[src/rtl/instr_fetch_unit_pkg.sv]
// Shared definitions for the instruction fetch unit: default widths,
// instruction field positions and opcode encodings.
package instr_fetch_unit_pkg;

    localparam int unsigned PC_W_DEF    = 4;
    localparam int unsigned INSTR_W_DEF = 16;
    localparam int unsigned DEPTH_DEF   = 4;

    localparam int unsigned OPC_HI  = 15;
    localparam int unsigned OPC_LO  = 12;
    localparam int unsigned DST_HI  = 11;
    localparam int unsigned DST_LO  = 8;
    localparam int unsigned SRC1_HI = 7;
    localparam int unsigned SRC1_LO = 4;
    localparam int unsigned SRC2_HI = 3;
    localparam int unsigned SRC2_LO = 0;

    typedef enum logic [3:0] {
        OP_NOP  = 4'b0000,
        OP_ADD  = 4'b0001,
        OP_SUB  = 4'b0010,
        OP_LOAD = 4'b0011
    } opcode_e;

    function automatic logic [3:0] get_opcode(input logic [INSTR_W_DEF-1:0] instr);
        return instr[OPC_HI:OPC_LO];
    endfunction

endpackage

[src/rtl/instr_fetch_unit_fetch_queue.sv]
// Prefetch FIFO holding {pc, instr} entries; head is presented without
// an output register, and reads as zero while empty.
module fetch_queue #(
    parameter int unsigned WIDTH = 20,
    parameter int unsigned DEPTH = 4
) (
    input  logic                     clk,
    input  logic                     rst,
    input  logic                     push,
    input  logic [WIDTH-1:0]         push_data,
    input  logic                     pop,
    input  logic                     flush,
    output logic [WIDTH-1:0]         head_data,
    output logic [$clog2(DEPTH):0]   count,
    output logic                     full,
    output logic                     empty
);

    localparam int unsigned AW    = $clog2(DEPTH);
    localparam int unsigned CNT_W = AW + 1;

    logic [WIDTH-1:0] mem [DEPTH];
    logic [AW-1:0]    rd_ptr;
    logic [AW-1:0]    wr_ptr;
    logic             pop_ok;
    logic             push_ok;

    assign empty   = (count == '0);
    assign full    = (count == CNT_W'(DEPTH));
    assign pop_ok  = pop && !empty;
    assign push_ok = push && !flush;

    assign head_data = empty ? '0 : mem[rd_ptr];

    // Storage carries no reset; validity is tracked by count alone.
    always_ff @(posedge clk) begin
        if (push_ok) begin
            mem[wr_ptr] <= push_data;
        end
    end

    always_ff @(posedge clk or posedge rst) begin
        if (rst) begin
            rd_ptr <= '0;
            wr_ptr <= '0;
            count  <= '0;
        end else if (flush) begin
            rd_ptr <= '0;
            wr_ptr <= '0;
            count  <= '0;
        end else begin
            if (pop_ok) begin
                rd_ptr <= rd_ptr + AW'(1);
            end
            if (push_ok) begin
                wr_ptr <= wr_ptr + AW'(1);
            end
            count <= count + CNT_W'(push_ok) - CNT_W'(pop_ok);
        end
    end

    no_push_when_full: assert property (@(posedge clk) disable iff (rst) !(push && full && !flush))
        else $error("fetch_queue: push into full queue");

endmodule

[src/rtl/instr_fetch_unit.sv]
// Instruction fetch front end: fetch PC, request credit and one-deep
// in-flight tracking in front of a prefetch queue.
module instr_fetch_unit
    import instr_fetch_unit_pkg::*;
#(
    parameter int unsigned PC_W    = PC_W_DEF,
    parameter int unsigned INSTR_W = INSTR_W_DEF,
    parameter int unsigned DEPTH   = DEPTH_DEF
) (
    input  logic               clk,
    input  logic               rst,
    output logic               imem_req,
    output logic [PC_W-1:0]    imem_addr,
    input  logic [INSTR_W-1:0] imem_rdata,
    input  logic               redirect_valid,
    input  logic [PC_W-1:0]    redirect_pc,
    output logic               out_valid,
    output logic [INSTR_W-1:0] out_instr,
    output logic [PC_W-1:0]    out_pc,
    input  logic               out_ready
);

    localparam int unsigned CNT_W = $clog2(DEPTH) + 1;

    logic [PC_W-1:0]  fetch_pc;
    logic             infl_valid;
    logic [PC_W-1:0]  infl_pc;
    logic [CNT_W-1:0] q_count;
    logic             q_full;
    logic             q_empty;
    logic             credit;
    logic             push;
    logic             pop;

    // Credit counts the in-flight word so the queue can never overflow;
    // a same-cycle pop is deliberately not credited.
    assign credit    = (q_count + CNT_W'(infl_valid)) < CNT_W'(DEPTH);
    assign imem_req  = !rst && !redirect_valid && credit && !q_full;
    assign imem_addr = fetch_pc;

    assign push      = infl_valid && !redirect_valid;
    assign pop       = out_valid && out_ready;
    assign out_valid = !q_empty;

    always_ff @(posedge clk or posedge rst) begin
        if (rst) begin
            fetch_pc   <= '0;
            infl_valid <= 1'b0;
            infl_pc    <= '0;
        end else begin
            infl_valid <= imem_req;
            if (imem_req) begin
                infl_pc <= fetch_pc;
            end
            if (redirect_valid) begin
                fetch_pc <= redirect_pc;
            end else if (imem_req) begin
                fetch_pc <= fetch_pc + PC_W'(1);
            end
        end
    end

    fetch_queue #(
        .WIDTH (PC_W + INSTR_W),
        .DEPTH (DEPTH)
    ) u_queue (
        .clk       (clk),
        .rst       (rst),
        .push      (push),
        .push_data ({infl_pc, imem_rdata}),
        .pop       (pop),
        .flush     (redirect_valid),
        .head_data ({out_pc, out_instr}),
        .count     (q_count),
        .full      (q_full),
        .empty     (q_empty)
    );

endmodule
[config.mk]
export PLATFORM = sky130hd
export DESIGN_NAME = instr_fetch_unit
export DESIGN_NICKNAME = d
export VERILOG_FILES = /design/src/rtl/instr_fetch_unit_pkg.sv /design/src/rtl/instr_fetch_unit_fetch_queue.sv /design/src/rtl/instr_fetch_unit.sv
export SDC_FILE = /design/constraint.sdc
export NUM_CORES = 1
export LEC_CHECK = 0
export ABC_AREA = 1
export CAP_MARGIN = 20
export CORE_ASPECT_RATIO = 1.2
export CORE_MARGIN = 4
export CORE_UTILIZATION = 26
export DETAILED_ROUTE_END_ITERATION = 8
export GPL_TIMING_DRIVEN = 0
export SLEW_MARGIN = 25
export SYNTH_ARGS = -nofsm -noshare
export SYNTH_HDL_FRONTEND = slang
export SYNTH_HIERARCHICAL = 1
export SYNTH_SLANG_ARGS = --single-unit
[constraint.sdc]
create_clock -name clk -period 3.8 [get_ports clk]
set_input_delay 0.57 -clock clk [delete_from_list [all_inputs] [get_ports clk]]
set_output_delay 0.57 -clock clk [all_outputs]
set_load 0.05 [all_outputs]
==> impl_metrics.json, run 1 <==
{
  "crit_path_max_fanout": 12,
  "synth-compound-area-share_pct": 3.732,
  "synth_top_family_by_area": "simple AND/OR/NAND/NOR gates",
  "layout_setup_ws_ns": 0.5430,
  "cts_buffers": 9,
  "drc": 0,
  "slew_headroom_pct": 49.64,
  "hold_ws_ns": 0.5283,
  "cap_violations": 0,
  "synthAdderAreaFrac_pct": 2.395,
  "cts_sinks": 96,
  "grt_pass1_vias": 3212,
  "synth_cell_type_count": 25,
  "reg2reg_depth": 15,
  "htreeDepth": 3,
  "dp_hpwl_um": 6765,
  "finalWeightedCongestion": 0.7542,
  "synth_top_area_share_pct": 53.47,
  "yosysWarningCount": 6,
  "grt_start_max_net_pins": 21,
  "outcome": "complete, no violations",
  "rsz0062_at_grt": "false",
  "synth-seq-area-share_pct": 62.38,
  "die_h_um": 152.0,
  "syn_area_um2": 4493,
  "cts_tree": "yes",
  "period_needed_ns": 3.257,
  "power_density_nw_per_um2": 404.3,
  "synth_fp_nets": 473,
  "cts_buffer_depth": 2,
  "antenna_found_initial": 0,
  "met1Wirelength_um": 4054,
  "ir_drop_v": 0.0002601,
  "topRoutingLayerUsed": "met4",
  "coreArea_um2": 16920,
  "holdPathStages": 0,
  "grt_overflow": 0,
  "wl_met2_um": 5253,
  "grt_pass1_wl_um": 16100,
  "first_pass_iters": 4,
  "p_leak_nw": 2.430,
  "die-width_um": 128.0,
  "root_buffer": "clkbuf_16",
  "clk-insertion-delay-late_ns": 0.34,
  "synth.avg_cell_area_um2": 10.19,
  "setup_viol": 0,
  "synth_xor_area_share_pct": 0.1949,
  "die_area_um2": 19460,
  "synthTopCellsByArea": "edfxtp_1 53%, nand2_1 8.9%, dfrtp_1 8.9%, inv_1 8.3%, nand3_1 4.7%",
  "crit_type": "input pin to output port",
  "cts_setup_buffers": 0,
  "ctsResizeCount": 0,
  "start_util_pct": 26.56,
  "finClkSkew_ns": 0.003958,
  "drt-vias-per-instance": 4.189,
  "syn_inst": 441,
  "num_antenna_cells": 0,
  "min_period_over_period_pct": 85.71,
  "wire_per_inst_um": 13.82,
  "required_ns": 3.23,
  "max_freq_mhz": 307.0,
  "grt_usage_pct": 10.68,
  "worstMarginPinSlew_ns": 0.7537,
  "ant_nets": 0,
  "startpoint_type": "input pin",
  "yosysTopAreaCell": "edfxtp_1",
  "synth_simple_gate_area_share_pct": 19.66,
  "first_iter_violations": 175,
  "finalHoldViolCount": 0,
  "fin_nets": 536,
  "dp_slack_ns": 0.5224,
  "fillerInstances": 1706,
  "maxSlewViolCount": 0,
  "cp.arrival_ns": 2.69,
  "via_count": 3037,
  "holdBufCountCts": 0,
  "hold_class": "flop to flop",
  "clk_pin_slew_ns": 0.06,
  "portBuffers": 49,
  "ios": 50,
  "syn2layout_area_growth_pct": 25.56,
  "end_kind": "output port",
  "rows": 52,
  "wl_um": 10020,
  "dr_wl_met3_um": 605,
  "layout-drive-gt1-share_pct": 14.73,
  "muxShareOfSynthArea_pct": 0,
  "synth_seq_cells": 96
}
-- routing by layer --
layer / up-vias / track usage, %
met1: 1434 / 11.97
li1: 1517 / -
met4: 0 / 2.932
met2: 76 / 18.65
met3: 10 / 4.319
met5: - / 0
-- Yosys cell counts --
| library cell | number |
|---|---|
| or2_2 | 2 |
| inv_4 | 2 |
| buf_6 | 6 |
| a21oi_2 | 10 |
| nand3_2 | 11 |
| xnor2_1 | 1 |
| a21oi_1 | 11 |
| buf_4 | 2 |
| nand2_2 | 12 |
| inv_2 | 2 |
| nand4_1 | 4 |
| fa_1 | 1 |
| nand2_1 | 107 |
| edfxtp_1 | 80 |
| nand3_1 | 42 |
| nor3_1 | 1 |
| inv_6 | 1 |
| buf_2 | 8 |
| dfrtp_1 | 16 |
| nor2_1 | 10 |
| o21ai_1 | 1 |
| nor2_2 | 1 |
| o21ai_0 | 4 |
| inv_1 | 99 |
| ha_1 | 7 |
-- final timing paths --
kind	slack, ns	from	to
setup / recovery	0.54	redirect_valid	imem_req
hold / removal	0.53	infl_pc[1]$_DFFE_PP0P_	u_queue/mem[0][17]$_DFFE_PP_
setup reg to reg	1.17	u_queue/count[1]$_DFF_PP0_	u_queue/count[2]$_DFF_PP0_
hold reg to reg	0.53	infl_pc[1]$_DFFE_PP0P_	u_queue/mem[0][17]$_DFFE_PP_
max in group asynchronous	2.97	rst	imem_addr[3]$_DFFE_PP0P_
min in group asynchronous	0.54	rst	u_queue/count[0]$_DFF_PP0_
-- power by group --
part	internal [mW]	switching, mW	total [mW]	leakage, nW
sequential	1.18	0.0275	1.20	0.933
combinational	0.0849	0.147	0.232	1.36
clock	0.503	0.343	0.846	0.136
total	1.76	0.518	2.28	2.43
-- state kept, by name (all words and copies together) (netlist names) --
signal          flops
imem_addr           4
u_queue/wr_ptr      2
infl_pc             4
u_queue/count       3
u_queue/mem        80
u_queue/rd_ptr      2
infl_valid          1
-- layout make-up --
class / instances / area [um2] / area share, %
timing repair buffer: 52 / 565.5 / 10.02
inverter: 104 / 400.4 / 7.097
multi-input combinational: 225 / 1197 / 21.22
buffer: 16 / 122.6 / 2.173
tap: 216 / 270.3 / 4.790
clock buffer: 16 / 282.8 / 5.012
sequential: 96 / 2803 / 49.68
-- critical path: stages --
cell and delay [ns]:
clkdlybuf4s50_1 0.65, inv_4 0.20, nand2_2 0.06, nor2_2 0.10
nand3_2 0.09, buf_6 0.15, inv_6 0.06, clkdlybuf4s50_1 0.79
-- cells in the final DEF, fill, tap and decap left out, drive strengths merged --
| cell | synthesis | routed |
|---|---|---|
| dfrtp | 16 | 16 |
| nor3 | 1 | 1 |
| or2 | 2 | 2 |
| fa | 1 | 1 |
| nand3 | 53 | 53 |
| xnor2 | 1 | 1 |
| nand4 | 4 | 4 |
| clkbuf | 0 | 16 |
| clkdlybuf4s50 | 0 | 49 |
| a21oi | 21 | 21 |
| nand2 | 119 | 119 |
| o21ai | 5 | 5 |
| buf | 16 | 19 |
| nor2 | 11 | 11 |
| edfxtp | 80 | 80 |
| inv | 104 | 104 |
| ha | 7 | 7 |
-- logic make-up after synthesis --
group	after synthesis
AND/OR/NAND/NOR	190
flip-flops	96
adder cells (fa/ha/maj)	8
AO/OA/AOI/OAI	26
buffers and inverters	120
XOR/XNOR	1
-- through the flow --
stage,power (mW),instance area [um2],setup TNS (ns),cells,utilization (%)
final,2.281,5642,0,725,33.35
after global routing,2.377,5642,0,725,33.35
after CTS,2.311,5642,0,725,33.35
after detailed placement,1.459,5359,0,709,31.68
after global placement,1.449,5254,-0.3783,706,31.06
after floorplan,1.356,4493,0,441,-
(Power assumes the default switching activity.)
==> run 2: changes to the inputs <==
--- a/config.mk
+++ b/config.mk
@@ -7,7 +7,7 @@
 export LEC_CHECK = 0
 export ABC_AREA = 1
 export CAP_MARGIN = 20
-export CORE_ASPECT_RATIO = 1.2
+export CORE_ASPECT_RATIO = 0.5
 export CORE_MARGIN = 4
 export CORE_UTILIZATION = 26
 export DETAILED_ROUTE_END_ITERATION = 8
==> impl_metrics.json, run 2 (synthesis results as in run 1) <==
{
  "coreArea_um2": 16640,
  "min_period_over_period_pct": 85.63,
  "slew_headroom_pct": 53.71,
  "cts_tree": "yes",
  "cp.arrival_ns": 2.68,
  "grt_pass1_vias": 2829,
  "layout_common_cells": "107 x nand2_1, 99 x inv_1, 80 x edfxtp_1",
  "grt_overflow": 0,
  "final_common_cell": "nand2_1",
  "ant_nets": 0,
  "p_int_mw": 1.782,
  "setup_viol": 0,
  "grt_usage_pct": 9.572,
  "reg2reg_from": "u_queue/count[1]$_DFF_PP0_",
  "first_pass_iters": 4,
  "drt-vias-per-instance": 3.978,
  "die_h_um": 101.0,
  "largest_reg_flops": 80,
  "num_antenna_cells": 0,
  "first_iter_violations": 145,
  "crit_start": "redirect_valid",
  "p_leak_nw": 2.418,
  "fin_nets": 533,
  "dp_hpwl_um": 6102,
  "htreeDepth": 3,
  "p_switching_mw": 0.5773,
  "wire_per_inst_um": 12.31,
  "rows": 33,
  "clkPwrFrac_pct": 39.4,
  "holdBufCountCts": 0,
  "cts_buffer_depth": 2,
  "grt_pass1_wl_um": 14690,
  "clk_pin_slew_ns": 0.07,
  "ios": 50,
  "crit_path_max_fanout": 12,
  "outcome": "complete, no violations",
  "finalSetupTns_ns": 0,
  "rsz0062_at_grt": "false",
  "maxSlewViolCount": 0,
  "finalHoldViolCount": 0,
  "ir_drop_v": 0.0002536,
  "cts_setup_buffers": 0,
  "via_count": 2916,
  "cts_buffers": 9,
  "crit_type": "input pin to output port",
  "drc": 0,
  "wl_um": 9023,
  "max_freq_mhz": 307.3,
  "hold_class": "input pin to asynchronous set/reset pin",
  "required_ns": 3.23,
  "p_sw_share_pct": 24.47,
  "clk-insertion-delay-late_ns": 0.34,
  "p_comb_share_pct": 9.6,
  "finClkSkew_ns": 0.005699,
  "portBuffers": 49,
  "p_seq_share_pct": 51.0,
  "ctsResizeCount": 0,
  "layout-drive-gt1-share_pct": 15.22,
  "cts_sinks": 96,
  "period_needed_ns": 3.254,
  "finalWeightedCongestion": 0.7523,
  "syn2layout_area_growth_pct": 24.90,
  "worstMarginPinSlew_ns": 0.6927,
  "power_density_nw_per_um2": 420.4,
  "cap_violations": 0,
  "startpoint_type": "input pin",
  "largest-register": "u_queue/mem",
  "root_buffer": "clkbuf_16",
  "die_area_um2": 19580,
  "p_total_mw": 2.359,
  "antenna_found_initial": 0,
  "grt_start_max_net_pins": 21,
  "die-width_um": 193.9,
  "end_kind": "output port",
  "start_util_pct": 27.00
}
-- run 2: changes by cell type in the layout (fill, tap and decap cells not counted), sizes merged --
cell | previous run | this run
clkbuf | 16 | 9
inv | 104 | 107
clkinv | 0 | 3
buf | 19 | 16
bufinv | 0 | 1
-- run 2: area by class of cell --
type / instances / area [um2]
well taps: 227 / 284.0
clock buffers: 9 / 225.2
flip-flops and latches: 96 / 2803
fillers: 1664 / 11030
clock inverters: 7 / 88.84
plain buffers: 16 / 122.6
multi-input cells: 225 / 1197
inverters: 104 / 400.4
repair buffers: 49 / 490.5
-- run 2: worst max-delay path, stage by stage --
cell             delay, ns
clkdlybuf4s50_1       0.65
inv_4                 0.20
nand2_2               0.06
nor2_2                0.10
nand3_2               0.09
buf_6                 0.16
inv_6                 0.06
clkdlybuf4s50_1       0.79
-- run 2: final timing paths --
check                           cells after the start  slack, ns                       endpoint
worst min register to register                      0       0.52   u_queue/mem[3][16]$_DFFE_PP_
worst max register to register                     14       1.23     u_queue/count[2]$_DFF_PP0_
worst max-delay path                                8       0.55                       imem_req
min in group clk                                    0       0.52   u_queue/mem[3][16]$_DFFE_PP_
max in group asynchronous                           2       2.98         infl_pc[0]$_DFFE_PP0P_
worst min-delay path                                2       0.52  u_queue/rd_ptr[1]$_DFFE_PP0P_
-- run 2: power by group through the flow --
stage / combinational (mW) / sequential [mW] / clock, mW
floorplan: 0.114 / 1.24 / 0
global placement: 0.226 / 1.23 / 0
detailed placement: 0.230 / 1.23 / 0
CTS: 0.230 / 1.20 / 0.950
global route: 0.247 / 1.21 / 0.998
finish: 0.227 / 1.20 / 0.930
-- run 2: metrics by stage --
stage	area [um2]	utilization [%]	setup slack, ns	cells	hold slack, ns
floorplan	4493	-	1.559	441	0.3734
global route	5612	33.72	0.3908	733	0.5434
CTS	5612	33.72	0.5230	733	0.5191
detailed placement	5298	31.84	0.5166	717	0.5218
finish	5612	33.72	0.5459	733	0.5167
global placement	5268	31.66	0.06472	717	0.5067
-- run 2: routing by layer --
| layer | global-route usage [%] | share of wire [%] | vias to the layer above |
|---|---|---|---|
| met5 | 0 | 0 | - |
| met4 | 3.726 | 1.5 | 0 |
| met3 | 2.104 | 2.5 | 12 |
| met2 | 15.61 | 48 | 41 |
| met1 | 12.62 | 48 | 1349 |
| li1 | - | - | 1514 |
==> run 3: changes to the inputs <==
--- a/config.mk
+++ b/config.mk
@@ -7,11 +7,12 @@
 export LEC_CHECK = 0
 export ABC_AREA = 1
 export CAP_MARGIN = 20
-export CORE_ASPECT_RATIO = 0.5
+export CORE_ASPECT_RATIO = 1.4
 export CORE_MARGIN = 4
 export CORE_UTILIZATION = 26
 export DETAILED_ROUTE_END_ITERATION = 8
 export GPL_TIMING_DRIVEN = 0
+export MAX_ROUTING_LAYER = met4
 export SLEW_MARGIN = 25
 export SYNTH_ARGS = -nofsm -noshare
 export SYNTH_HDL_FRONTEND = slang
==> impl_metrics.json, run 3 (synthesis results as in run 1) <==
{
  "portBuffers": 49,
  "grt_overflow": 0,
  "cts_buffer_depth": 2,
  "die_h_um": 163.5,
  "rsz0062_at_grt": "false",
  "grt_usage_pct": 11.13,
  "finalHoldViolCount": 0,
  "startpoint_type": "input pin",
  "ant_nets": 0,
  "period_needed_ns": 3.244,
  "die-width_um": 119.1,
  "finalWeightedCongestion": 0.7755,
  "cts_setup_buffers": 0,
  "ctsResizeCount": 0,
  "setup_viol": 0,
  "maxSlewViolCount": 0,
  "via_count": 3042,
  "critPathMostFrequentCell": "clkdlybuf4s50_1",
  "layout_common_cells": "107 x nand2_1, 99 x inv_1, 80 x edfxtp_1",
  "largest-register": "u_queue/mem",
  "cts_tree": "yes",
  "max_freq_mhz": 308.3,
  "largest_reg_flops": 80,
  "start_util_pct": 26.61,
  "cp.arrival_ns": 2.67,
  "dp_hpwl_um": 6818,
  "end_kind": "output port",
  "cts_sinks": 96,
  "first_pass_iters": 4,
  "path_cells": "clkdlybuf4s50_1 > inv_4 > nand2_2 > nor2_2 > nand3_2 > buf_6 > inv_6 > clkdlybuf4s50_1",
  "finClkSkew_ns": 0.009108,
  "coreArea_um2": 16890,
  "wl_um": 10010,
  "grt_start_max_net_pins": 21,
  "num_antenna_cells": 0,
  "finalSetupTns_ns": 0,
  "ios": 50,
  "ir_drop_v": 0.0002218,
  "drc": 0,
  "min_period_over_period_pct": 85.37,
  "hold_class": "input pin to asynchronous set/reset pin",
  "wire_per_inst_um": 13.53,
  "fin_nets": 535,
  "syn2layout_area_growth_pct": 26.07,
  "final_common_cell": "nand2_1",
  "power_density_nw_per_um2": 418.4,
  "cts_buffers": 9,
  "cap_violations": 0,
  "clk-insertion-delay-late_ns": 0.34,
  "crit_type": "input pin to output port",
  "first_iter_violations": 195,
  "slowest_stage": "clkdlybuf4s50_1",
  "root_buffer": "clkbuf_16",
  "die_area_um2": 19480,
  "rows": 56,
  "grt_pass1_vias": 3217,
  "holdBufCountCts": 0,
  "htreeDepth": 3,
  "outcome": "complete, no violations",
  "clk_pin_slew_ns": 0.07,
  "required_ns": 3.23,
  "crit_path_max_fanout": 12,
  "slew_headroom_pct": 50.41,
  "p_total_mw": 2.370,
  "antenna_found_initial": 0,
  "worstMarginPinSlew_ns": 0.7421,
  "grt_pass1_wl_um": 16240,
  "layout-drive-gt1-share_pct": 15.16,
  "drt-vias-per-instance": 4.111,
  "p_leak_nw": 2.433,
  "critPathMaxStageDelay_ns": 0.79
}
## run 3: changes by cell type in the layout (fill, tap and decap cells not counted), sizes merged
cell / previous run / this run
clkinv: 3 / 1
buf: 16 / 18
clkinvlp: 0 / 1
inv: 107 / 105
clkbuf: 9 / 12
## run 3: path summary, 6_finish.rpt
path                            cells past startpoint  slack [ns]                       start                            end
min in group clk                                    0        0.52      infl_pc[1]$_DFFE_PP0P_   u_queue/mem[0][17]$_DFFE_PP_
max in group asynchronous                           2        3.00                         rst         infl_pc[1]$_DFFE_PP0P_
worst min register to register                      0        0.52      infl_pc[1]$_DFFE_PP0P_   u_queue/mem[0][17]$_DFFE_PP_
worst min-delay path                                2        0.49                         rst  u_queue/wr_ptr[1]$_DFFE_PP0P_
worst max register to register                     15        1.25  u_queue/count[1]$_DFF_PP0_     u_queue/count[2]$_DFF_PP0_
worst max-delay path                                8        0.56              redirect_valid                       imem_req
## run 3: cell type report
class	instances	area, um2
well taps	232	290.3
inverters	104	400.4
multi-input cells	225	1197
clock inverters	4	50.05
flip-flops and latches	96	2803
fillers	1705	11220
repair buffers	51	533.0
clock buffers	12	267.8
plain buffers	16	122.6
## run 3: critical path: cells and delay by family
kind / cells / cell delay [ns]
buffers and inverters: 5 / 1.84
and+or+nand+nor: 3 / 0.24
## run 3: per-stage QoR
stage	utilization (%)	cells	hold WS, ns	setup WS, ns	cell area [um2]
finish	33.54	740	0.4882	0.5561	5664
global route	33.54	740	0.5178	0.4240	5664
CTS	33.54	740	0.4912	0.5257	5664
detailed placement	31.66	724	0.5029	0.5294	5346
global placement	31.23	722	0.4885	0.01649	5274
floorplan	-	441	0.3734	1.559	4493
## run 3: power breakdown
group	switching [mW]	total (mW)	internal, mW	leakage, nW
clock	0.370	0.938	0.568	0.152
sequential	0.0269	1.20	1.17	0.933
combinational	0.146	0.231	0.0846	1.35
## run 3: per-layer routing
metal  part of all wire, %  global-route usage [%]  wire, um  vias up
li1                      -                       -         -     1518
met1                    42                   12.37      4197     1446
met2                    53                   19.94      5292       71
met3                   4.2                   2.771       417        7
met4                   1.0                   2.847       102        0
met5                     0                       -         0        -
